**config.mk**
```make
export PLATFORM = sky130hd
export DESIGN_NAME = ctrl_decode_pipe
export DESIGN_NICKNAME = d
export VERILOG_FILES = /design/src/rtl/ctrl_decode_pipe.sv
export SDC_FILE = /design/constraint.sdc
export NUM_CORES = 1
export LEC_CHECK = 0
export ABC_AREA = 1
export CELL_PAD_IN_SITES_DETAIL_PLACEMENT = 1
export CELL_PAD_IN_SITES_GLOBAL_PLACEMENT = 2
export CORE_AREA = 5 5 86 88
export CTS_CLUSTER_DIAMETER = 30
export DETAILED_ROUTE_END_ITERATION = 8
export DIE_AREA = 0 0 91 93
export HOLD_SLACK_MARGIN = 0.08
export PLACE_DENSITY = 0.91
export SYNTH_ARGS = -nofsm -noshare
export SYNTH_HDL_FRONTEND = slang
export SYNTH_SLANG_ARGS = --single-unit
```
**constraint.sdc**
```tcl
create_clock -name clk -period 5.7 [get_ports clk]
set_input_delay 1.14 -clock clk [delete_from_list [all_inputs] [get_ports clk]]
set_output_delay 1.14 -clock clk [all_outputs]
set_load 0.05 [all_outputs]
```
**src/rtl/ctrl_decode_pipe.sv**
```systemverilog
// Registered decode stage: opcode -> control bundle with valid/ready, stall,
// flush, load-use interlock, sticky illegal-opcode flag and a halt freeze.
module ctrl_decode_pipe #(
    parameter int INSTR_W  = 9,
    parameter int OP_W     = 5,
    parameter int REG_W    = 4,
    parameter int AOP_W    = 4,
    parameter int ADR_REG  = 4,
    parameter int MATH_REG = 5,
    parameter int CNT_REG  = 7
) (
    input  logic               clk,
    input  logic               reset,
    input  logic               in_valid,
    input  logic [INSTR_W-1:0] instr_in,
    output logic               in_ready,
    input  logic               stall_in,
    input  logic               flush,
    output logic               out_valid,
    output logic [REG_W-1:0]   rd_reg0,
    output logic [REG_W-1:0]   rd_reg1,
    output logic [REG_W-1:0]   wr_reg,
    output logic               reg_write,
    output logic               move,
    output logic               mem_to_reg,
    output logic               mem_write,
    output logic               branch,
    output logic               jump_sign,
    output logic               immediate,
    output logic               set_quarter,
    output logic               halt_out,
    output logic [AOP_W-1:0]   alu_op,
    output logic               halted,
    output logic               illegal
);

    typedef struct packed {
        logic [REG_W-1:0] rd0;
        logic [REG_W-1:0] rd1;
        logic [REG_W-1:0] wr;
        logic             reg_write;
        logic             move;
        logic             mem_to_reg;
        logic             mem_write;
        logic             branch;
        logic             jump_sign;
        logic             immediate;
        logic             set_quarter;
        logic             halt;
        logic [AOP_W-1:0] alu_op;
    } bundle_t;

    typedef enum logic [0:0] {ST_RUN = 1'b0, ST_HALTED = 1'b1} state_t;

    localparam logic [REG_W-1:0] ADR_A  = REG_W'(ADR_REG);
    localparam logic [REG_W-1:0] MATH_A = REG_W'(MATH_REG);
    localparam logic [REG_W-1:0] CNT_A  = REG_W'(CNT_REG);
    localparam logic [OP_W-1:0]  OP_JUMP = 5'h18;
    localparam logic [OP_W-1:0]  OP_HALT = 5'h1A;

    logic [OP_W-1:0]  op_s;
    logic [REG_W-1:0] ra_s;
    logic [REG_W-1:0] rb_s;
    logic [REG_W-1:0] imm_s;
    bundle_t          dec_s;
    logic             rd0_used_s;
    logic             rd1_used_s;
    logic             undef_s;
    logic             hazard_s;
    logic             accept_s;
    bundle_t          out_r;
    logic             out_valid_r;
    logic             illegal_r;
    state_t           state_r;
    state_t           state_next_s;

    assign op_s  = instr_in[INSTR_W-1 -: OP_W];
    assign ra_s  = REG_W'(instr_in[3:2]);
    assign rb_s  = REG_W'(instr_in[1:0]);
    assign imm_s = REG_W'(instr_in[3:0]);

    // Opcode decode into a control bundle plus operand-use flags
    always_comb begin
        dec_s      = '0;
        rd1_used_s = 1'b0;
        undef_s    = 1'b0;
        case (op_s)
            5'h00, 5'h01: begin
                dec_s.rd0 = ra_s; dec_s.rd1 = MATH_A; dec_s.wr = rb_s;
                dec_s.reg_write = 1'b1;
                dec_s.alu_op = (op_s == 5'h01) ? 4'd1 : 4'd0;
                rd1_used_s = 1'b1;
            end
            5'h02: begin
                dec_s.rd0 = ra_s; dec_s.rd1 = MATH_A; dec_s.wr = rb_s;
                dec_s.reg_write = 1'b1; dec_s.move = 1'b1;
            end
            5'h03: begin
                dec_s.rd0 = ra_s; dec_s.wr = ADR_A;
                dec_s.reg_write = 1'b1; dec_s.move = 1'b1;
            end
            5'h04: begin
                dec_s.rd0 = ADR_A; dec_s.wr = rb_s;
                dec_s.reg_write = 1'b1; dec_s.move = 1'b1;
            end
            5'h05: begin
                dec_s.wr = ADR_A; dec_s.reg_write = 1'b1;
                dec_s.immediate = 1'b1; dec_s.jump_sign = instr_in[0];
            end
            5'h06: begin
                dec_s.rd0 = imm_s; dec_s.wr = MATH_A;
                dec_s.reg_write = 1'b1; dec_s.immediate = 1'b1;
            end
            5'h07: begin
                dec_s.rd0 = MATH_A; dec_s.wr = rb_s;
                dec_s.reg_write = 1'b1; dec_s.move = 1'b1;
            end
            5'h08: begin
                dec_s.rd0 = ra_s; dec_s.wr = MATH_A;
                dec_s.reg_write = 1'b1; dec_s.move = 1'b1;
            end
            5'h09: begin
                dec_s.rd0 = MATH_A; dec_s.rd1 = ra_s; dec_s.wr = ADR_A;
                dec_s.reg_write = 1'b1; dec_s.move = 1'b1; dec_s.set_quarter = 1'b1;
                rd1_used_s = 1'b1;
            end
            5'h0A: begin
                dec_s.rd0 = MATH_A; dec_s.rd1 = ra_s; dec_s.wr = rb_s;
                dec_s.reg_write = 1'b1; dec_s.move = 1'b1; dec_s.set_quarter = 1'b1;
                rd1_used_s = 1'b1;
            end
            5'h0B: begin
                dec_s.rd0 = rb_s; dec_s.rd1 = ra_s; dec_s.wr = CNT_A;
                dec_s.reg_write = 1'b1; dec_s.move = 1'b1; dec_s.set_quarter = 1'b1;
                rd1_used_s = 1'b1;
            end
            5'h0C: begin
                dec_s.rd0 = CNT_A; dec_s.wr = rb_s;
                dec_s.reg_write = 1'b1; dec_s.move = 1'b1;
            end
            5'h0D: begin
                dec_s.rd0 = ra_s; dec_s.wr = CNT_A;
                dec_s.reg_write = 1'b1; dec_s.move = 1'b1;
            end
            5'h0E: begin
                dec_s.wr = CNT_A; dec_s.reg_write = 1'b1; dec_s.immediate = 1'b1;
            end
            5'h0F, 5'h10, 5'h11, 5'h12, 5'h13: begin
                dec_s.rd0 = ra_s; dec_s.rd1 = rb_s; dec_s.branch = 1'b1;
                rd1_used_s = 1'b1;
                case (op_s)
                    5'h0F:   dec_s.alu_op = 4'd7;
                    5'h10:   dec_s.alu_op = 4'd8;
                    5'h11:   dec_s.alu_op = 4'd6;
                    5'h12:   dec_s.alu_op = 4'd5;
                    default: dec_s.alu_op = 4'd4;
                endcase
            end
            5'h14, 5'h15: begin
                dec_s.rd0 = ra_s; dec_s.wr = rb_s;
                dec_s.alu_op = (op_s == 5'h15) ? 4'd3 : 4'd2;
            end
            5'h16: begin
                dec_s.rd0 = ra_s; dec_s.rd1 = ADR_A; dec_s.wr = rb_s;
                dec_s.reg_write = 1'b1; dec_s.mem_to_reg = 1'b1;
                rd1_used_s = 1'b1;
            end
            5'h17: begin
                dec_s.rd0 = ra_s; dec_s.rd1 = ADR_A; dec_s.wr = rb_s;
                dec_s.mem_write = 1'b1;
                rd1_used_s = 1'b1;
            end
            5'h18: begin
                dec_s.branch = 1'b1; dec_s.alu_op = 4'd7;
            end
            5'h19: begin
                dec_s.wr = rb_s; dec_s.reg_write = 1'b1; dec_s.immediate = 1'b1;
            end
            5'h1A: dec_s.halt = 1'b1;
            default: undef_s = 1'b1;
        endcase
        rd0_used_s = !dec_s.immediate && (op_s != OP_JUMP) && (op_s != OP_HALT);
    end

    // A load in the output register blocks a consumer of its destination
    assign hazard_s = out_valid_r && out_r.mem_to_reg &&
                      ((rd0_used_s && (dec_s.rd0 == out_r.wr)) ||
                       (rd1_used_s && (dec_s.rd1 == out_r.wr)));
    assign in_ready = !stall_in && !flush && !hazard_s && (state_r == ST_RUN);
    assign accept_s = in_valid && in_ready;

    // Output bundle register: flush beats stall beats accept; otherwise bubble
    always_ff @(posedge clk or posedge reset) begin
        if (reset) begin
            out_r       <= '0;
            out_valid_r <= 1'b0;
        end else if (flush) begin
            out_r       <= '0;
            out_valid_r <= 1'b0;
        end else if (stall_in) begin
            out_r       <= out_r;
            out_valid_r <= out_valid_r;
        end else if (accept_s) begin
            out_r       <= dec_s;
            out_valid_r <= 1'b1;
        end else begin
            out_r       <= '0;
            out_valid_r <= 1'b0;
        end
    end

    // Sticky undefined-opcode flag
    always_ff @(posedge clk or posedge reset) begin
        if (reset) begin
            illegal_r <= 1'b0;
        end else if (accept_s && undef_s) begin
            illegal_r <= 1'b1;
        end else begin
            illegal_r <= illegal_r;
        end
    end

    // Halt state register
    always_ff @(posedge clk or posedge reset) begin
        if (reset) begin
            state_r <= ST_RUN;
        end else begin
            state_r <= state_next_s;
        end
    end

    // Halt next-state: HALTED is only left through reset
    always_comb begin
        state_next_s = state_r;
        case (state_r)
            ST_RUN: begin
                if (accept_s && dec_s.halt) begin
                    state_next_s = ST_HALTED;
                end else begin
                    state_next_s = ST_RUN;
                end
            end
            ST_HALTED: state_next_s = ST_HALTED;
            default:   state_next_s = ST_RUN;
        endcase
    end

    assign out_valid   = out_valid_r;
    assign rd_reg0     = out_r.rd0;
    assign rd_reg1     = out_r.rd1;
    assign wr_reg      = out_r.wr;
    assign reg_write   = out_r.reg_write;
    assign move        = out_r.move;
    assign mem_to_reg  = out_r.mem_to_reg;
    assign mem_write   = out_r.mem_write;
    assign branch      = out_r.branch;
    assign jump_sign   = out_r.jump_sign;
    assign immediate   = out_r.immediate;
    assign set_quarter = out_r.set_quarter;
    assign halt_out    = out_r.halt;
    assign alu_op      = out_r.alu_op;
    assign halted      = (state_r == ST_HALTED);
    assign illegal     = illegal_r;

endmodule
```
## Yosys cells after proc, flatten, opt, wreduce, memory -nomap -nowiden

Cells that the tools add are included.

| word-level totals | value |
|---|---|
| logic and storage cells | 110 |
| input port bits | 14 |
| output and inout bits | 29 |
| flip-flop bits (word level) | 28 |

| cells by class | value |
|---|---|
| bitwise logic cells | 1 |
| equality and inequality tests | 31 |
| multiplexer cells | 26 |
| reduce and logical (&&, ||, !) cells | 36 |

Operator list:

| operator | count |
|---|---|
| 25-bit 2-to-1 mux | 3 |
| 5-bit equality test, second input constant | 11 |
| 5-bit by 4-bit equality test with 1-bit output, second input constant | 8 |
| 4-bit case mux with 4 select lines | 2 |
| 27-bit OR reduction | 1 |
| 3-bit case mux with 4 select lines | 2 |
| 4-bit case mux with 6 select lines | 1 |
| 12-bit OR reduction | 2 |
| 5-bit by 3-bit equality test with 1-bit output, second input constant | 4 |
| 1-bit 2-to-1 mux | 17 |
| 17-bit OR reduction | 1 |
| 15-bit OR reduction | 1 |
| 3-bit OR reduction | 5 |
| 1-bit logical AND | 12 |
| 5-bit by 2-bit equality test with 1-bit output, second input constant | 2 |
| 5-bit != test, second input constant | 2 |
| 10-bit OR reduction | 1 |
| 4-bit equality test | 2 |
| 2-bit OR reduction | 4 |
| 6-bit OR reduction | 1 |
| 5-bit by 1-bit equality test with 1-bit output, second input constant | 1 |
| 5-bit zero test | 1 |
| 5-bit OR reduction | 1 |
| 1-bit zero test | 4 |
| other kinds (5) | 5 |

## Depth between registers and ports, before layout

| logic depth | value |
|---|---|
| depth after elaboration | 16 |
| depth in mapped cells | 16 |
| depth with buffers taken out | 15 |

## Least setup slack after synthesis

Ideal clock, no wire load.

| timing path | value |
|---|---|
| kind | in2out |
| start point | in instr_in[6] |
| end point | out in_ready |
| buffers on the path | 0 |
| stages on the path | 11 |
| setup slack | 1282 ps |
| data arrival time | 3278 ps |
| data required time | 4560 ps |
| cell sequence | nor2_1 -> nand3_1 -> nand3_2 -> nor2_1 -> nand3_2 -> nand2_1 -> nand2_1 -> nand2_1 -> nand2_1 -> o21bai_4 -> a21boi_0 |

| between the ends | value |
|---|---|
| cells in the longest elaborated chain, start to end | 12 |
| elaborated cells between the ends (all ways) | 51 |
| those cells by class | 28 x eq/ne; 4 x mux; 19 x reduce/logical |

RTL lines:

| what | line | text |
|---|---|---|
| start, declared | 15 | `input logic [INSTR_W-1:0] instr_in,` |
| parallel branches: the longest is 7 deep, another holds 15-bit OR reduction | -- |  |
| 1-bit logical OR * | 187 | `((rd0_used_s && (dec_s.rd0 == out_r.wr)) \|\|` |
| 1-bit logical AND * | 186 | `assign hazard_s = out_valid_r && out_r.mem_to_reg &&` |
| 1-bit zero test * | 189 | `assign in_ready = !stall_in && !flush && !hazard_s && (state_r == ST_RUN);` |
| 1-bit logical AND * (2 in a row) | 189 |  |
| end, declared | 16 | `output logic in_ready,` |

Mark *: on every way between the ends.

## Worst setup path after layout

| timing path | value |
|---|---|
| start point | in instr_in[8] |
| end point | out in_ready |

Same word-level chain as after synthesis.

==> run_results.csv <==
group,metric,value,unit
outcome,status,"finished clean",
global_routing,grt_first_pass_wirelength,10100,um
setup_path,cp_data_required_time,4.56,ns
synthesis,synth.area.top_cells,"dfrtp_1 36%, nand2_1 22%, nand4_1 9.2%",
synthesis,syn_inst,275,
clocking,clock_latency,0.28,ns
timing,post-route-period-util,91.2,%
clocking,clkTransAtPathRegs,0.10,ns
timing,slew_headroom,33.5,%
flow_run,drv_cap,0,
power_and_ir_drop,peakVddDrop,0.0968,mV
place,portBuffers,40,
setup_path,endpoint_kind,"output pin",
finish,area_growth,28.4,%
timing,tns,0,ns
setup_path,critPathMostFrequentCell,"nand2_1",
drt,dr.pass1.iters,4,
setup_path,r2r_setup_slack,4.06,ns
floorplan,core_area,0.00657,mm2
timing,post-route-min-period,5.20,ns
place,placed_area,0.00228,mm2
timing,rsz0062_at_grt,"false",
drt,via_per_inst,4.96,
drt,drc_errors,0,
clocking,cts_root_buf,"clkbuf_8",
synthesis,synth-seq-cells,26,
finish,final_util,35.8,%
power_and_ir_drop,finalPower,0.422,mW
global_routing,antenna_found_initial,0,
synthesis,yosys_most_used_dff,"dfrtp_1",
synthesis,synth-edff-count,0,
setup_path,worstRegToRegCells,9,
timing,worst_pin_slew,0.996,ns
floorplan,die_area,0.00846,mm2
synthesis,synth_top_cell_area_share,35.5,%
drt,routed_wirelength,5730,um
drt,vias,1936,
finish,antennaDiodeCount,0,
place,hpwlAfterDp,4450,um
setup_path,r2r_start,"wr_reg[2]",
clocking,clock_sinks,26,
setup_path,path_cells,"clkdlybuf4s50_1, inv_1, nor2_1, nand2_1, nand2_1, nor2_1, nand3_2, nand2_1, nand2_1, nand2_1, nand2_1, o21bai_4, a21boi_0, clkdlybuf4s50_1",
clocking,htreeDepth,1,
place,dp.cells,386,
timing,slew_viol_final,0,
synthesis,synth_warnings,0,
finish,layout_commonest_cell,"nand2_1",
synthesis,yosysSeqAreaShare,35.5,%
finish,drive_above_1_share,7.74,%
clocking,clk_path_buf_depth,2,
finish,stdcell_area,0.00235,mm2
power_and_ir_drop,power.switching,0.118,mW
floorplan,start_util,27.9,%
drt,wl_per_cell,14.7,um
finish,fillCellCount,841,
clocking,post_cts_buffers,0,
power_and_ir_drop,swShare,28.1,%
global_routing,overflow,0,
clocking,tritoncts,"done",
power_and_ir_drop,p_comb_share,18.0,%
worst_hold_path,min_path_type,"reg2reg",
timing,finClkSkew,0.0101,ns
floorplan,fp.dieH,93,um
clocking,numCtsBuffers,3,
synthesis,async_reset_ff_share,100,%
setup_path,crit_type,"in2out",
clocking,cts_resized,0,
floorplan,pin_count,43,
global_routing,grt_usage,14.2,%
power_and_ir_drop,clkPwrFrac,38.3,%
global_routing,grt_max_degree,27,
clocking,cts-hold-fix-buffers,0,
power_and_ir_drop,p_per_area,179,mW/mm2
drt,drtAntennaViolNets,0,
synthesis,synth.distinct_cells,30,
timing,setup_viol,0,
place,gp_routability_congestion,0.907,
global_routing,grt_pass1_vias,2076,
power_and_ir_drop,internal-power,0.303,mW
power_and_ir_drop,p_leak,1.26,nW
finish,final_cell_mix,"108 x nand2_1, 40 x clkdlybuf4s50_1, 27 x nand4_1",
setup_path,slowest_delay,0.83,ns
finish,nets,325,
floorplan,row_count,30,
synthesis,syn-cell-area,0.00183,mm2
setup_path,crit_path_start_kind,"input port",
floorplan,fp.dieW,91,um
power_and_ir_drop,p_seq_share,43.7,%
setup_path,worstPathMaxFanout,13,
drt,drt_iter0_drc,82,
timing,final-hold-violation-count,0,
synthesis,syn_avg_cell_area,6.66,um2
finish,stdcell_count,390,
setup_path,cp.arrival,4.06,ns
timing,fmax,192,MHz
setup_path,slowest_stage,"clkdlybuf4s50_1",
setup_path,worstReg2RegEnd,"halted",
synthesis,yosysTopAreaCell,"dfrtp_1",
setup_path,endpoint,"in_ready",
setup_path,startpoint,"instr_in[8]",
==> through the flow <==
stage / hold WS [ns] / setup slack [ns]
after detailed placement: 0.461 / 0.490
after global placement: 0.462 / 0.498
after CTS: 0.496 / 0.483
final: 0.487 / 0.502
after floorplan: 0.736 / 1.28
after global routing: 0.523 / 0.172
==> final cells by class <==
| class | count | area [um2] | share of cell area [%] |
|---|---|---|---|
| clock buffers | 3 | 41.3 | 1.76 |
| clock inverters | 1 | 30.0 | 1.28 |
| inverters | 24 | 90.1 | 3.83 |
| multi-input cells | 214 | 1020 | 43.5 |
| flip-flops and latches | 26 | 651 | 27.7 |
| well taps | 80 | 100 | 4.26 |
| repair buffers | 42 | 415 | 17.7 |
==> cells by family after synthesis <==
group,Yosys count,synth area share (%)
simple gates,194,48.1
buf+inv,36,9.02
flops,26,35.5
compound gates,18,7.18
other cells,1,0.205
==> power groups by stage <==
stage,logic [mW],clock network [mW],registers [mW]
2_1_floorplan,0.0523,0,0.188
3_3_place_gp,0.0760,0,0.188
3_5_place_dp,0.0768,0,0.188
4_1_cts,0.0771,0.166,0.184
5_1_grt,0.0856,0.175,0.184
6_report,0.0761,0.161,0.184
==> how the worst min path moves through the flow <==
stage	slack (ns)	endpoint	from	depth (start not counted)
2_1_floorplan	0.74	illegal	illegal	2
3_3_place_gp	0.46	illegal	illegal	2
3_5_place_dp	0.46	illegal	illegal	2
4_1_cts	0.50	reg_write	reg_write	2
5_1_grt	0.52	rd_reg1[1]	rd_reg1[1]	2
6_report	0.49	illegal	illegal	2
==> layer usage <==
metal	part of all wire (%)	wire length (um)	track usage [%]	vias up
met3	3.3	188	2.74	6
met5	0	0	0	-
met4	1.0	59	2.81	0
met2	50	2890	26.0	34
met1	45	2600	17.4	922
li1	-	-	-	974
==> cells in the mapped netlist, types with 2 or more instances <==
library cell and instances:
nand2_2 4, buf_4 3, o211ai_1 4, buf_2 3, clkbuf_1 3, nor2_2 4, a21oi_1 5, nand2_1 108
nor2_1 22, nand4_1 27, inv_1 23, o21ai_0 3, nand3_1 16, nor3_1 5, buf_6 2, dfrtp_1 26
o2111ai_1 2, nand3_2 3
==> critical path: cells and delay by family <==
| family | cells | cell delay [ns] |
|---|---|---|
| simple gates | 9 | 0.83 |
| compound gates | 2 | 0.27 |
| buf+inv | 3 | 1.82 |
(Power assumes the default switching activity.)
